### src/rtl/maf_t5_norm_if.sv
// Bundle interface between T4_3, the normalization stage and the rounder.
// slave: the normalization stage; master: the surrounding pipeline.
interface maf_t5_norm_if;
  logic        in_valid;
  logic        in_ready;
  logic [73:0] p_reg;
  logic [9:0]  sh_num;
  logic [1:0]  esh;
  logic [1:0]  revi;
  logic [11:0] e_in;
  logic        s2;
  logic        s2h;
  logic [2:0]  cont;
  logic        out_valid;
  logic        out_ready;
  logic [52:0] mant_o;
  logic [1:0]  grd_o;
  logic [1:0]  stk_o;
  logic [1:0]  zero_o;
  logic [1:0]  nerr_o;
  logic [11:0] e_o;
  logic        s2_o;
  logic        s2h_o;
  logic [2:0]  cont_o;

  modport slave (
    input  in_valid, p_reg, sh_num, esh, revi, e_in, s2, s2h, cont, out_ready,
    output in_ready, out_valid, mant_o, grd_o, stk_o, zero_o, nerr_o, e_o, s2_o, s2h_o, cont_o
  );

  modport master (
    output in_valid, p_reg, sh_num, esh, revi, e_in, s2, s2h, cont, out_ready,
    input  in_ready, out_valid, mant_o, grd_o, stk_o, zero_o, nerr_o, e_o, s2_o, s2h_o, cont_o
  );
endinterface

### src/rtl/maf_t5_norm.sv
// MAF normalization stage: capture (A) then per-lane left shift (B), valid/ready pipelined.
// Define MAF_NORM_STICKY_EN to build guard/sticky outputs; otherwise they are tied to 0.
module maf_t5_norm (
  input  logic               clk,
  input  logic               rst,
  maf_t5_norm_if.slave       bus_io
);

  logic        va_q, va_d, vb_q, vb_d;
  logic        b_load, a_take;

  logic [73:0] p_a_q;
  logic [9:0]  sh_a_q;
  logic [1:0]  esh_a_q, revi_a_q;
  logic [11:0] e_a_q;
  logic        s2_a_q, s2h_a_q;
  logic [2:0]  cont_a_q;

  logic [52:0] mant_q, mant_d;
  logic [1:0]  grd_q, grd_d, stk_q, stk_d, zero_q, zero_d, nerr_q, nerr_d;
  logic [11:0] e_q;
  logic        s2_q, s2h_q;
  logic [2:0]  cont_q;

  logic        dual;
  logic [6:0]  amt_s;
  logic [5:0]  amt_h, amt_l;
  logic [73:0] sh_s;
  logic [36:0] sh_h, sh_l;

  assign b_load = !vb_q || bus_io.out_ready;
  assign bus_io.in_ready = !va_q || b_load;
  assign a_take = bus_io.in_valid && bus_io.in_ready;

  always_comb begin
    va_d = va_q;
    if (b_load) va_d = 1'b0;
    if (a_take) va_d = 1'b1;
    vb_d = b_load ? va_q : vb_q;
  end

  // Lane shifters; dual lanes are shifted as separate 37-bit words so nothing crosses over.
  always_comb begin
    dual  = !cont_a_q[1] && cont_a_q[0];
    amt_s = {1'b0, (esh_a_q[0] ? sh_a_q[5:0] : 6'd0)} + {6'd0, revi_a_q[0]};
    amt_h = {1'b0, (esh_a_q[1] ? sh_a_q[9:5] : 5'd0)} + {5'd0, revi_a_q[1]};
    amt_l = {1'b0, (esh_a_q[0] ? sh_a_q[4:0] : 5'd0)} + {5'd0, revi_a_q[0]};
    sh_s  = p_a_q << amt_s;
    sh_h  = p_a_q[73:37] << amt_h;
    sh_l  = p_a_q[36:0] << amt_l;

    mant_d = '0;
    zero_d = '0;
    nerr_d = '0;
    grd_d  = '0;
    stk_d  = '0;
    if (dual) begin
      mant_d = {5'd0, sh_h[36:13], sh_l[36:13]};
      zero_d = {~|sh_h, ~|sh_l};
      nerr_d = {(|sh_h) && !sh_h[36], (|sh_l) && !sh_l[36]};
`ifdef MAF_NORM_STICKY_EN
      grd_d  = {sh_h[12], sh_l[12]};
      stk_d  = {|sh_h[11:0], |sh_l[11:0]};
`endif
    end else begin
      mant_d = sh_s[73:21];
      zero_d = {1'b0, ~|sh_s};
      nerr_d = {1'b0, (|sh_s) && !sh_s[73]};
`ifdef MAF_NORM_STICKY_EN
      grd_d  = {1'b0, sh_s[20]};
      stk_d  = {1'b0, |sh_s[19:0]};
`endif
    end
  end

  always_ff @(posedge clk or posedge rst) begin
    if (rst) begin
      va_q <= 1'b0;
      vb_q <= 1'b0;
    end else begin
      va_q <= va_d;
      vb_q <= vb_d;
    end
  end

  always_ff @(posedge clk or posedge rst) begin
    if (rst) begin
      p_a_q    <= '0;
      sh_a_q   <= '0;
      esh_a_q  <= '0;
      revi_a_q <= '0;
      e_a_q    <= '0;
      s2_a_q   <= 1'b0;
      s2h_a_q  <= 1'b0;
      cont_a_q <= '0;
    end else if (a_take) begin
      p_a_q    <= bus_io.p_reg;
      sh_a_q   <= bus_io.sh_num;
      esh_a_q  <= bus_io.esh;
      revi_a_q <= bus_io.revi;
      e_a_q    <= bus_io.e_in;
      s2_a_q   <= bus_io.s2;
      s2h_a_q  <= bus_io.s2h;
      cont_a_q <= bus_io.cont;
    end
  end

  // B data only moves when a real bundle transfers, so outputs hold while stalled.
  always_ff @(posedge clk or posedge rst) begin
    if (rst) begin
      mant_q <= '0;
      grd_q  <= '0;
      stk_q  <= '0;
      zero_q <= '0;
      nerr_q <= '0;
      e_q    <= '0;
      s2_q   <= 1'b0;
      s2h_q  <= 1'b0;
      cont_q <= '0;
    end else if (b_load && va_q) begin
      mant_q <= mant_d;
      grd_q  <= grd_d;
      stk_q  <= stk_d;
      zero_q <= zero_d;
      nerr_q <= nerr_d;
      e_q    <= e_a_q;
      s2_q   <= s2_a_q;
      s2h_q  <= s2h_a_q;
      cont_q <= cont_a_q;
    end
  end

  assign bus_io.out_valid = vb_q;
  assign bus_io.mant_o    = mant_q;
  assign bus_io.grd_o     = grd_q;
  assign bus_io.stk_o     = stk_q;
  assign bus_io.zero_o    = zero_q;
  assign bus_io.nerr_o    = nerr_q;
  assign bus_io.e_o       = e_q;
  assign bus_io.s2_o      = s2_q;
  assign bus_io.s2h_o     = s2h_q;
  assign bus_io.cont_o    = cont_q;

endmodule

### src/flat_wrapper.sv
// flat-port wrapper written by rule: the top's interface ports become plain ports
module maf_t5_norm_flat 
  (clk, rst, bus_io_in_valid, bus_io_p_reg, bus_io_sh_num, bus_io_esh, bus_io_revi, bus_io_e_in, bus_io_s2, bus_io_s2h, bus_io_cont, bus_io_out_ready, bus_io_in_ready, bus_io_out_valid, bus_io_mant_o, bus_io_grd_o, bus_io_stk_o, bus_io_zero_o, bus_io_nerr_o, bus_io_e_o, bus_io_s2_o, bus_io_s2h_o, bus_io_cont_o);
  maf_t5_norm_if bus_io_i ();
  input  logic clk;
  input  logic rst;
  input wire logic [$bits(bus_io_i.in_valid)-1:0] bus_io_in_valid;
  input wire logic [$bits(bus_io_i.p_reg)-1:0] bus_io_p_reg;
  input wire logic [$bits(bus_io_i.sh_num)-1:0] bus_io_sh_num;
  input wire logic [$bits(bus_io_i.esh)-1:0] bus_io_esh;
  input wire logic [$bits(bus_io_i.revi)-1:0] bus_io_revi;
  input wire logic [$bits(bus_io_i.e_in)-1:0] bus_io_e_in;
  input wire logic [$bits(bus_io_i.s2)-1:0] bus_io_s2;
  input wire logic [$bits(bus_io_i.s2h)-1:0] bus_io_s2h;
  input wire logic [$bits(bus_io_i.cont)-1:0] bus_io_cont;
  input wire logic [$bits(bus_io_i.out_ready)-1:0] bus_io_out_ready;
  output wire logic [$bits(bus_io_i.in_ready)-1:0] bus_io_in_ready;
  output wire logic [$bits(bus_io_i.out_valid)-1:0] bus_io_out_valid;
  output wire logic [$bits(bus_io_i.mant_o)-1:0] bus_io_mant_o;
  output wire logic [$bits(bus_io_i.grd_o)-1:0] bus_io_grd_o;
  output wire logic [$bits(bus_io_i.stk_o)-1:0] bus_io_stk_o;
  output wire logic [$bits(bus_io_i.zero_o)-1:0] bus_io_zero_o;
  output wire logic [$bits(bus_io_i.nerr_o)-1:0] bus_io_nerr_o;
  output wire logic [$bits(bus_io_i.e_o)-1:0] bus_io_e_o;
  output wire logic [$bits(bus_io_i.s2_o)-1:0] bus_io_s2_o;
  output wire logic [$bits(bus_io_i.s2h_o)-1:0] bus_io_s2h_o;
  output wire logic [$bits(bus_io_i.cont_o)-1:0] bus_io_cont_o;
  assign bus_io_i.in_valid = bus_io_in_valid;
  assign bus_io_i.p_reg = bus_io_p_reg;
  assign bus_io_i.sh_num = bus_io_sh_num;
  assign bus_io_i.esh = bus_io_esh;
  assign bus_io_i.revi = bus_io_revi;
  assign bus_io_i.e_in = bus_io_e_in;
  assign bus_io_i.s2 = bus_io_s2;
  assign bus_io_i.s2h = bus_io_s2h;
  assign bus_io_i.cont = bus_io_cont;
  assign bus_io_i.out_ready = bus_io_out_ready;
  assign bus_io_in_ready = bus_io_i.in_ready;
  assign bus_io_out_valid = bus_io_i.out_valid;
  assign bus_io_mant_o = bus_io_i.mant_o;
  assign bus_io_grd_o = bus_io_i.grd_o;
  assign bus_io_stk_o = bus_io_i.stk_o;
  assign bus_io_zero_o = bus_io_i.zero_o;
  assign bus_io_nerr_o = bus_io_i.nerr_o;
  assign bus_io_e_o = bus_io_i.e_o;
  assign bus_io_s2_o = bus_io_i.s2_o;
  assign bus_io_s2h_o = bus_io_i.s2h_o;
  assign bus_io_cont_o = bus_io_i.cont_o;
  maf_t5_norm u_core (.clk(clk), .rst(rst), .bus_io(bus_io_i));
endmodule
### config.mk
export PLATFORM = sky130hd
export DESIGN_NAME = maf_t5_norm_flat
export DESIGN_NICKNAME = d
export VERILOG_FILES = /design/src/rtl/maf_t5_norm_if.sv /design/src/rtl/maf_t5_norm.sv /design/src/flat_wrapper.sv
export SDC_FILE = /design/constraint.sdc
export NUM_CORES = 1
export LEC_CHECK = 0
export ABC_AREA = 1
export BUFFER_PORTS_ARGS = -buffer_cell sky130_fd_sc_hd__clkbuf_2
export CAP_MARGIN = 40
export CORE_ASPECT_RATIO = 1.1
export CORE_MARGIN = 4
export CORE_UTILIZATION = 40
export CTS_BUF_LIST = sky130_fd_sc_hd__clkbuf_8 sky130_fd_sc_hd__clkbuf_16
export DETAILED_ROUTE_END_ITERATION = 7
export PLACE_DENSITY = 0.62
export REMOVE_ABC_BUFFERS = 1
export SYNTH_ARGS = -nofsm -noshare
export SYNTH_HDL_FRONTEND = slang
export SYNTH_SLANG_ARGS = --single-unit
### constraint.sdc
create_clock -name clk -period 7.6 [get_ports clk]
set_input_delay 1.52 -clock clk [delete_from_list [all_inputs] [get_ports clk]]
set_output_delay 1.52 -clock clk [all_outputs]
set_load 0.01 [all_outputs]
== Word-level counts from Yosys, hierarchy flattened ==
Index checks and enable logic that the tools add are counted.
Word-level totals
  flip-flop bits (word level): 181
  bits of input ports: 109
  output and inout bits: 80
  word-level logic and storage cells: 52
Cells by class
  $add $sub $neg: 3
  shifts and indexed selects: 3
  mux-type cells: 8
  reduce and logical (&&, ||, !) cells: 21
Operators by type and width (number)
  37-bit OR reduction: 2
  74-bit OR reduction: 1
  37-bit by 6-bit left shift with 37-bit output: 2
  74-bit by 7-bit left shift with 74-bit output: 1
  53-bit 2-to-1 mux: 1
  5-bit by 1-bit adder with 6-bit output: 2
  5-bit 2-to-1 mux: 2
  1-bit zero test: 9
  6-bit by 1-bit adder with 7-bit output: 1
  1-bit logical AND: 6
  6-bit 2-to-1 mux: 1
  2-bit 2-to-1 mux: 2
  1-bit logical OR: 2
  1-bit 2-to-1 mux: 2
  2-bit nonzero test: 1

== Logic depth before layout (Yosys ltp) ==
Gate-level depths: netlist of run 1.
  depth in word-level cells: 6
  depth in mapped cells: 27
  depth with buffers taken out: 25

== Worst setup path after synthesis of run 1 ==
Ideal clock, no wire load.
  path type: input-to-output
  from: input port bus_io_out_ready
  to: output port bus_io_in_ready
  data arrival time: 1.704 ns
  data required time: 6.080 ns
  path slack: 4.376 ns
  cell stages on the path: 2
  buffers on the path: 0
  cells stage by stage: inv_1 nand3_1
On the way
  cells in the longest elaborated chain, start to end: 2
RTL lines
  start: declaration: RTL line flat_wrapper.sv:16  | input wire logic [$bits(bus_io_i.out_ready)-1:0] bus_io_out_ready;
  1-bit logical OR: RTL line maf_t5_norm.sv:31  | assign b_load = !vb_q || bus_io.out_ready;
  1-bit logical OR: RTL line maf_t5_norm.sv:32  | assign bus_io.in_ready = !va_q || b_load;
  end: declaration: RTL line flat_wrapper.sv:17  | output wire logic [$bits(bus_io_i.in_ready)-1:0] bus_io_in_ready;
No other way between the ends.

== Worst setup path in the final report of run 1 ==
  from: register u_core.esh_a_q[0]
  to: register u_core.nerr_q[0], in the netlist u_core.bus_io.nerr_o[0]
On the way
  cells in the longest elaborated chain, start to end: 6
  elaborated cells on any way between the ends: 13
  those cells by class: add/sub: 2; shift: 2; mux: 3; reduce/logical: 6
RTL lines
  start: declaration: RTL line maf_t5_norm.sv:14  | logic [1:0] esh_a_q, revi_a_q;
  start signal: assignment: RTL line maf_t5_norm.sv:99  | esh_a_q <= bus_io.esh;
  6-bit 2-to-1 mux / 5-bit 2-to-1 mux (equally long branches): RTL line maf_t5_norm.sv:45, maf_t5_norm.sv:47
  6-bit by 1-bit adder with 7-bit output / 5-bit by 1-bit adder with 6-bit output (equally long branches): RTL line maf_t5_norm.sv:45, maf_t5_norm.sv:47
  74-bit by 7-bit left shift with 74-bit output / 37-bit by 6-bit left shift with 37-bit output (equally long branches): RTL line maf_t5_norm.sv:48, maf_t5_norm.sv:50
  74-bit OR reduction, or another cell as far along: RTL line maf_t5_norm.sv:68  | nerr_d = {1'b0, (|sh_s) && !sh_s[73]};
  1-bit logical AND (on tied branches): RTL line maf_t5_norm.sv:68, maf_t5_norm.sv:60
  2-bit 2-to-1 mux *: RTL line maf_t5_norm.sv:57  | if (dual) begin
  end signal: assignment: RTL line maf_t5_norm.sv:125  | nerr_q <= nerr_d;
  end: declaration: RTL line maf_t5_norm.sv:20  | logic [1:0] grd_q, grd_d, stk_q, stk_d, zero_q, zero_d, nerr_q, nerr_d;
Every way passes the cells marked *; elsewhere a longest branch is shown, timed or not.
A chain may end at the register's enable or synchronous reset.

==> flow_summary.ini, run 1 <==
[power_and_ir_drop]
power.switching_fraction = 0.532
power-per-cell-area_nw_per_um2 = 364
p_int_uw = 2750
clock_power_share = 0.152
power.switching_uw = 3130
seq_power_share = 0.243
p_comb_frac = 0.605
peak_ir_drop_on_the_vdd_network_uv = 199
power_leakage_uw = 0.00822

[global_route]
grt_pass1_vias = 15500
global_route_total_overflow = 0
gr-usage-all-layers = 0.283
grt_max_degree = 93
antenna_found_initial = 1
global_route_wire_length_before_repair_um = 88000

[logic_synthesis]
yosys.area.top_type = sky130_fd_sc_hd__dfrtp_1
synth.area.top_cells = sky130_fd_sc_hd__dfrtp_1 31%, sky130_fd_sc_hd__nand2_1 19%, sky130_fd_sc_hd__nand3_1 18%
synth_cell_type_count = 46
synth.yosys.seq_area_share = 0.311
synthesis.area_per_instance_um2 = 6.43
synthCells = 2264
synth_area_um2 = 14600
synth.ff_latch_count = 181
ys_async_sr_fraction = 1.00
post-synth-top-area-fraction = 0.311
synthFlopType = sky130_fd_sc_hd__dfrtp_1
synth.yosys.warnings = 0
synth-edff-count = 0

[die]
initial_core_util = 0.404
die_height_um = 208
fp.dieArea_um2 = 39500
fp-row-count = 73
die_w_um = 190
core_region_area_um2 = 36100
pin_count = 189

[timing]
totalNegativeSetupSlack_ns = 0
timing_hold_violations_final = 0
layout_min_cycle_time_ns = 4.70
final.period_utilization = 0.619
maxSlewViolCount = 0
worst_slew_margin_rel = 0.434
finClkSkew_ns = 0.0146
grt_setup_unrepaired = no
max_freq_ghz = 0.213
worst_pin_slew_ns = 0.844
setup_viol = 0
timing.final.ws_setup_ns = 2.90

[clock_tree]
cts_tree = done
insertion_delay_ns = 0.47
cts-htree-levels = 4
path_clk_slew_ns = 0.08
number_of_buffers_created_by_cts = 17
cts_setup_buffers = 0
number_of_buffers_between_clock_root_and_the_deepest_sink = 2
tritoncts_num_sinks = 181
postCtsHoldBufs = 0
post_cts_resized = 0
root_buffer = sky130_fd_sc_hd__clkbuf_16

[placed_design]
dp_slack_ns = 3.01
port-buffer-count = 184
gp_congestion = 0.995
dpl.hpwl_um = 42800

[routing]
detailroute.via_count = 16100
antenna_left = 0
drt-pass1-iter-count = 6
drt_wl_total_um = 56400
post_route_drc_violation_count = 0
detail_route.iter0.violations = 1639
wl_per_cell_um = 19.9
route.detailed.vias_per_inst = 5.67

[worst_setup_path]
path_common_cell = sky130_fd_sc_hd__nand2_1
critical-path-slowest-cell = sky130_fd_sc_hd__buf_4
worst_setup_path_start_kind = register
required_ns = 7.97
critical_path.reg2reg.endpoint = u_core.bus_io.nerr_o[0]
cp.arrival_ns = 5.07
cp-end-kind = register
timing_worst_setup_path_type = register to register
critical_path.cell_chain = nand2_1, inv_1, ha_2, ha_2, nand3_2, nand2_2, buf_4, inv_2, buf_4, nand3_1, nand3_1, nand3_1, nand2_1, nand2_1, nand2_1, nor2_1, nand2_1, nor2_1, nand3_1, nor2_1, nand3_1, nand2_1, a21oi_1
regToRegSetupSlack_ns = 2.90
worstPathMaxFanout = 74
worst_r2r_path_depth = 23
worstReg2RegStart = u_core.esh_a_q[0]
critical_path.max_stage_delay_ns = 0.61

[min_path]
timing.hold.worst_path_depth = 2
min-delay-start = u_core.bus_io.e_o[2]
holdPathEnd = u_core.bus_io.e_o[2]
worst_hold_path_type = register to register

[final_layout]
syn_to_final_growth_pct = 10.9
proportion_of_layout_cells_with_a_drive_suffix_above_1 = 0.141
utilization = 0.448
ff_latch_area_um2 = 4530
multiInputGateArea_um2 = 8830
finish.net_count = 2447
final.fill_count = 3925
num_antenna_cells = 0

[flow_run]
max_cap_violations = 0

[run_status]
result_of_the_run = finished, final reports clean
## registers in the layout, summed over array words and instances, names as in the netlist, 2 cells and up
name and count:
u_core.bus_io.cont_o 3, u_core.bus_io.e_o 12, u_core.bus_io.mant_o 53, u_core.bus_io.nerr_o 2, u_core.bus_io.zero_o 2, u_core.cont_a_q 3, u_core.e_a_q 12, u_core.esh_a_q 2
u_core.p_a_q 74, u_core.revi_a_q 2, u_core.sh_a_q 10
## power groups by stage
stage          Combinational [uW]  Clock, uW  Sequential, uW
3_3_place_gp                 3470          0            1440
4_1_cts                      3510        912            1430
5_1_grt                      3930        947            1460
3_5_place_dp                 3490          0            1440
6_report                     3550        894            1430
2_1_floorplan                2200          0            1450
## synth_stat cells, types with 25 or more instances
cell	instances
sky130_fd_sc_hd__a21oi_1	81
sky130_fd_sc_hd__clkbuf_1	51
sky130_fd_sc_hd__o21ai_1	25
sky130_fd_sc_hd__nor2_1	122
sky130_fd_sc_hd__nand2_1	754
sky130_fd_sc_hd__dfrtp_1	181
sky130_fd_sc_hd__nand3_1	528
sky130_fd_sc_hd__mux2_2	50
sky130_fd_sc_hd__o21ai_0	92
sky130_fd_sc_hd__o211ai_1	45
sky130_fd_sc_hd__buf_2	71
sky130_fd_sc_hd__inv_1	105
## metal layers
| metal | global-route usage | part of all wire | vias to the layer above |
|---|---|---|---|
| li1 | - | - | 7721 |
| met1 | 0.360 | 0.41 | 7500 |
| met2 | 0.467 | 0.47 | 702 |
| met3 | 0.0435 | 0.063 | 134 |
| met4 | 0.140 | 0.055 | 2 |
| met5 | 0 | 0.00023 | - |
## worst max-delay path: cells and delay by family, from the launching register on
family	cells	cell delay, ns
adder cells (fa/ha/maj)	2	0.35
flip-flops	1	0.52
AO/OA/AOI/OAI	1	0.06
buffers and inverters	4	1.57
AND/OR/NAND/NOR	16	1.99
## placed cells by master (no fill, tap or decap), drive strengths merged, types with 4 or more instances in the layout
| master | n |
|---|---|
| nand2 | 767 |
| nand3 | 531 |
| clkbuf | 202 |
| dfrtp | 181 |
| nor2 | 128 |
| inv | 125 |
| o21ai | 117 |
| a21oi | 82 |
| mux2 | 50 |
| o211ai | 45 |
| mux2i | 23 |
| o221ai | 21 |
| buf | 18 |
| nand4 | 8 |
| clkinv | 8 |
| or2 | 6 |
| conb | 4 |
| ha | 4 |
## layout make-up
| class | instances | share of cell area |
|---|---|---|
| sequential | 181 | 0.281 |
| timing repair buffer | 202 | 0.0707 |
| inverter | 122 | 0.0291 |
| tap | 487 | 0.0377 |
| clock buffer | 18 | 0.0272 |
| multi-input combinational | 1810 | 0.547 |
| clock inverter | 14 | 0.00783 |
## kinds of logic after synthesis
| logic type | share of synthesized area |
|---|---|
| AND/OR/NAND/NOR | 0.432 |
| AO/OA/AOI/OAI | 0.112 |
| adder cells (fa/ha/maj) | 0.00344 |
| other | 0.000258 |
| XOR/XNOR | 0.00189 |
| multiplexers | 0.0545 |
| buffers and inverters | 0.0851 |
| flip-flops | 0.311 |
## per-stage QoR
step / hold slack (ns) / total power (uW) / std cells / cell area (um2)
2_1_floorplan: 0.460 / 3660 / 2113 / 13800
3_3_place_gp: 0.465 / 4910 / 2796 / 15500
3_5_place_dp: 0.469 / 4940 / 2802 / 15600
4_1_cts: 0.490 / 5850 / 2834 / 16100
5_1_grt: 0.511 / 6330 / 2834 / 16100
6_report: 0.487 / 5880 / 2834 / 16100
## worst max-delay path by stage
| stage | from | to | slack (ns) | cells past startpoint |
|---|---|---|---|---|
| 2_1_floorplan | rst | u_core.bus_io.cont_o[0] | 1.16 | 1 |
| 5_1_grt | u_core.esh_a_q[0] | u_core.bus_io.nerr_o[0] | 2.61 | 23 |
| 3_3_place_gp | u_core.esh_a_q[0] | u_core.bus_io.zero_o[0] | 2.95 | 22 |
| 4_1_cts | u_core.esh_a_q[0] | u_core.bus_io.nerr_o[0] | 2.99 | 23 |
| 6_report | u_core.esh_a_q[0] | u_core.bus_io.nerr_o[0] | 2.90 | 23 |
| 3_5_place_dp | u_core.esh_a_q[0] | u_core.bus_io.nerr_o[0] | 3.01 | 23 |
Power figures use the tool's default switching activity.
==> run 2: changes to the inputs <==
--- a/config.mk
+++ b/config.mk
@@ -5,7 +5,7 @@
 export SDC_FILE = /design/constraint.sdc
 export NUM_CORES = 1
 export LEC_CHECK = 0
-export ABC_AREA = 1
+export ABC_AREA = 0
 export BUFFER_PORTS_ARGS = -buffer_cell sky130_fd_sc_hd__clkbuf_2
 export CAP_MARGIN = 40
 export CORE_ASPECT_RATIO = 1.1
@@ -13,7 +13,7 @@
 export CORE_UTILIZATION = 40
 export CTS_BUF_LIST = sky130_fd_sc_hd__clkbuf_8 sky130_fd_sc_hd__clkbuf_16
 export DETAILED_ROUTE_END_ITERATION = 7
-export PLACE_DENSITY = 0.62
+export PLACE_DENSITY = 0.64
 export REMOVE_ABC_BUFFERS = 1
 export SYNTH_ARGS = -nofsm -noshare
 export SYNTH_HDL_FRONTEND = slang
==> constraint.sdc (replaced) <==
create_clock -name clk -period 4.3 [get_ports clk]
set_input_delay 0.86 -clock clk [delete_from_list [all_inputs] [get_ports clk]]
set_output_delay 0.86 -clock clk [all_outputs]
set_load 0.01 [all_outputs]
==> run 2 against run 1 <==
  * Critical path depth decreased by 8
  * Final cell count decreased by 12%
  * Critical path type unchanged
  * Final area increased by 17%
==> flow_summary.ini, run 2 <==
[run_status]
result_of_the_run = finished, final reports clean

[logic_synthesis]
share_of_the_synthesized_area_in_compound_gates_ao_oa_aoi_oai = 0.168
synth_most_common_cell = sky130_fd_sc_hd__mux2_2
synth.yosys.warnings = 0
ys_async_sr_fraction = 1.00
ys_top_cells_by_count = 220 x sky130_fd_sc_hd__mux2_2, 212 x sky130_fd_sc_hd__nand2_1, 181 x sky130_fd_sc_hd__dfrtp_1
post-synth-top-area-fraction = 0.302
parity_gate_share_of_the_synthesized_area_counting_xor_and_xnor_cells = 0.00234
synthFlopType = sky130_fd_sc_hd__dfrtp_1
synth-edff-count = 0
synth_area_um2 = 15000
synth_simple_gate_area_share = 0.155
muxShareOfSynthArea = 0.324
synthCells = 1646
synth.yosys.seq_area_share = 0.302
synth.area.top_cells = sky130_fd_sc_hd__dfrtp_1 30%, sky130_fd_sc_hd__mux2_2 17%, sky130_fd_sc_hd__mux2i_1 9.5%
synthesis.area_per_instance_um2 = 9.11
synth_cell_type_count = 79
yosys.area_share.adder = 0.00334
synth_top_family_by_area = multiplexers
yosys.area.top_type = sky130_fd_sc_hd__dfrtp_1
synth.ff_latch_count = 181

[final_layout]
finish.net_count = 2092
num_antenna_cells = 0
final_cell_mix = 247 x sky130_fd_sc_hd__buf_4, 220 x sky130_fd_sc_hd__mux2_2, 209 x sky130_fd_sc_hd__nand2_1
largest-register = u_core.p_a_q
proportion_of_layout_cells_with_a_drive_suffix_above_1 = 0.394
stdcell_area_um2 = 18900
largest_register_ff_count = 74
layout_commonest_cell = sky130_fd_sc_hd__buf_4
syn_to_final_growth_pct = 26.1

[worst_setup_path]
worst_setup_path_start_kind = register
worst_r2r_path_depth = 15
worstReg2RegStart = u_core.esh_a_q[0]
cp.arrival_ns = 4.60
timing_worst_setup_path_type = register to register
cp-end-kind = register
regToRegSetupSlack_ns = 0.06
critical_path.reg2reg.endpoint = u_core.bus_io.nerr_o[0]
worstPathMaxFanout = 19
required_ns = 4.66

[min_path]
worst_hold_path_type = register to register
timing.hold.worst_path_depth = 2
min-delay-start = u_core.e_a_q[0]
holdPathEnd = u_core.bus_io.e_o[0]

[timing]
timing_hold_violations_final = 0
finClkSkew_ns = 0.0163
layout_min_cycle_time_ns = 4.24
final.period_utilization = 0.986
worst_slew_margin_rel = 0.384
grt_setup_unrepaired = yes
worst_pin_slew_ns = 0.901
timing.final.ws_setup_ns = 0.0601
setup_viol = 0
timing.hold.ws_ns = 0.465
max_freq_ghz = 0.236
maxSlewViolCount = 0

[power_and_ir_drop]
power_leakage_uw = 0.00850
peak_ir_drop_on_the_vdd_network_uv = 368
power-per-cell-area_nw_per_um2 = 634

[die]
fp-row-count = 74
die_w_um = 193
pin_count = 189
fp.dieArea_um2 = 40700
initial_core_util = 0.404
core_region_area_um2 = 37100
die_height_um = 211

[routing]
post_route_drc_violation_count = 0
drt-pass1-iter-count = 8
drt_wl_total_um = 60300
detailroute.via_count = 14900
detail_route.iter0.violations = 1455
wl_per_cell_um = 24.3
antenna_left = 0
route.detailed.vias_per_inst = 5.98

[global_route]
grt_pass1_vias = 14900
antenna_found_initial = 2
gr-usage-all-layers = 0.293
global_route_wire_length_before_repair_um = 90600
grt_max_degree = 86
global_route_total_overflow = 0

[clock_tree]
number_of_buffers_created_by_cts = 17
cts_tree = done
root_buffer = sky130_fd_sc_hd__clkbuf_16
cts-htree-levels = 4
tritoncts_num_sinks = 181
insertion_delay_ns = 0.48
number_of_buffers_between_clock_root_and_the_deepest_sink = 2
path_clk_slew_ns = 0.07

[placed_design]
gp_congestion = 1.02
dpl.hpwl_um = 47400
place_area_um2 = 18100
port-buffer-count = 184
dp_slack_ns = -0.141

[flow_run]
max_cap_violations = 0
run 2: cell types whose count changed after synthesis, moves of 20 or more:
cell	change
sky130_fd_sc_hd__a211oi_1	+23
sky130_fd_sc_hd__buf_2	-30
sky130_fd_sc_hd__inv_1	-95
sky130_fd_sc_hd__mux2_2	+170
sky130_fd_sc_hd__mux2i_1	+120
sky130_fd_sc_hd__mux4_2	+36
sky130_fd_sc_hd__nand2_1	-542
sky130_fd_sc_hd__nand3_1	-497
sky130_fd_sc_hd__nor3_1	+32
sky130_fd_sc_hd__o211ai_1	-27
sky130_fd_sc_hd__o21ai_1	-20
sky130_fd_sc_hd__o22ai_1	+29
run 2: final cells by class:
cell class,count,area (um2)
inverters,10,42.5
flip-flops and latches,181,4530
multi-input cells,1320,10000
clock buffers,17,425
repair buffers,449,3110
well taps,494,618
clock inverters,15,180
fillers,3554,18200
run 2: timing repair:
| action | 4_1_cts | 5_1_grt |
|---|---|---|
| endpoints found under the setup margin | 2 | 4 |
| resized for setup | 3 | 28 |
| pin swaps | 0 | 3 |
| hold buffers | 0 | 0 |
| endpoints found under the hold margin | 0 | 0 |
| buffers inserted | 0 | 9 |
run 2: kinds of logic after synthesis:
logic type,Yosys count
compound gates,384
other cells,1
mux,409
flops,181
xor+xnor,4
buf+inv,148
simple gates,515
fa+ha+maj,4
run 2: layer usage:
layer / wire length, um / track usage / vias up
li1: - / - / 6819
met1: 24300 / 0.372 / 7263
met2: 29300 / 0.485 / 620
met3: 3530 / 0.0451 / 160
met4: 3220 / 0.148 / 2
met5: 13 / 0 / -
run 2: power breakdown:
part	leakage, uW	total (uW)	switching [uW]	internal (uW)
sequential	0.00216	2500	375	2120
clock	0.000303	1630	793	837
combinational	0.00604	7860	4390	3480
total	0.00850	12000	5550	6440
run 2: worst max-delay path by stage:
stage,from,to,slack (ns),cells past startpoint
floorplan,u_core.esh_a_q[0],u_core.bus_io.nerr_o[0],-1.69,12
global placement,u_core.esh_a_q[0],u_core.bus_io.nerr_o[0],-0.20,16
detailed placement,u_core.esh_a_q[0],u_core.bus_io.nerr_o[0],-0.14,16
CTS,u_core.esh_a_q[0],u_core.bus_io.nerr_o[0],0.03,16
global route,u_core.esh_a_q[0],u_core.bus_io.nerr_o[0],-0.06,16
finish,u_core.esh_a_q[0],u_core.bus_io.nerr_o[0],0.06,15
run 2: critical path: stages, from the launching register on:
cell and delay (ns):
sky130_fd_sc_hd__dfrtp_1 0.37, sky130_fd_sc_hd__and2_1 0.18, sky130_fd_sc_hd__ha_4 0.17, sky130_fd_sc_hd__ha_4 0.35
sky130_fd_sc_hd__buf_12 0.13, sky130_fd_sc_hd__buf_12 0.15, sky130_fd_sc_hd__mux2_1 0.37, sky130_fd_sc_hd__mux2_2 0.30
sky130_fd_sc_hd__mux4_2 0.52, sky130_fd_sc_hd__a22oi_2 0.15, sky130_fd_sc_hd__a21oi_2 0.12, sky130_fd_sc_hd__a2111oi_4 0.29
sky130_fd_sc_hd__nand4_1 0.16, sky130_fd_sc_hd__or4_4 0.55, sky130_fd_sc_hd__o211ai_1 0.21, sky130_fd_sc_hd__a21oi_1 0.09
run 2: metrics by stage:
step	total power, uW	utilization	instances	setup TNS, ns
final	12000	0.510	2486	0
after global routing	12600	0.510	2486	-0.0690
after CTS	11800	0.503	2477	0
after detailed placement	10100	0.486	2445	-0.222
after global placement	10000	0.486	2443	-0.331
after floorplan	6510	-	1511	-316.42
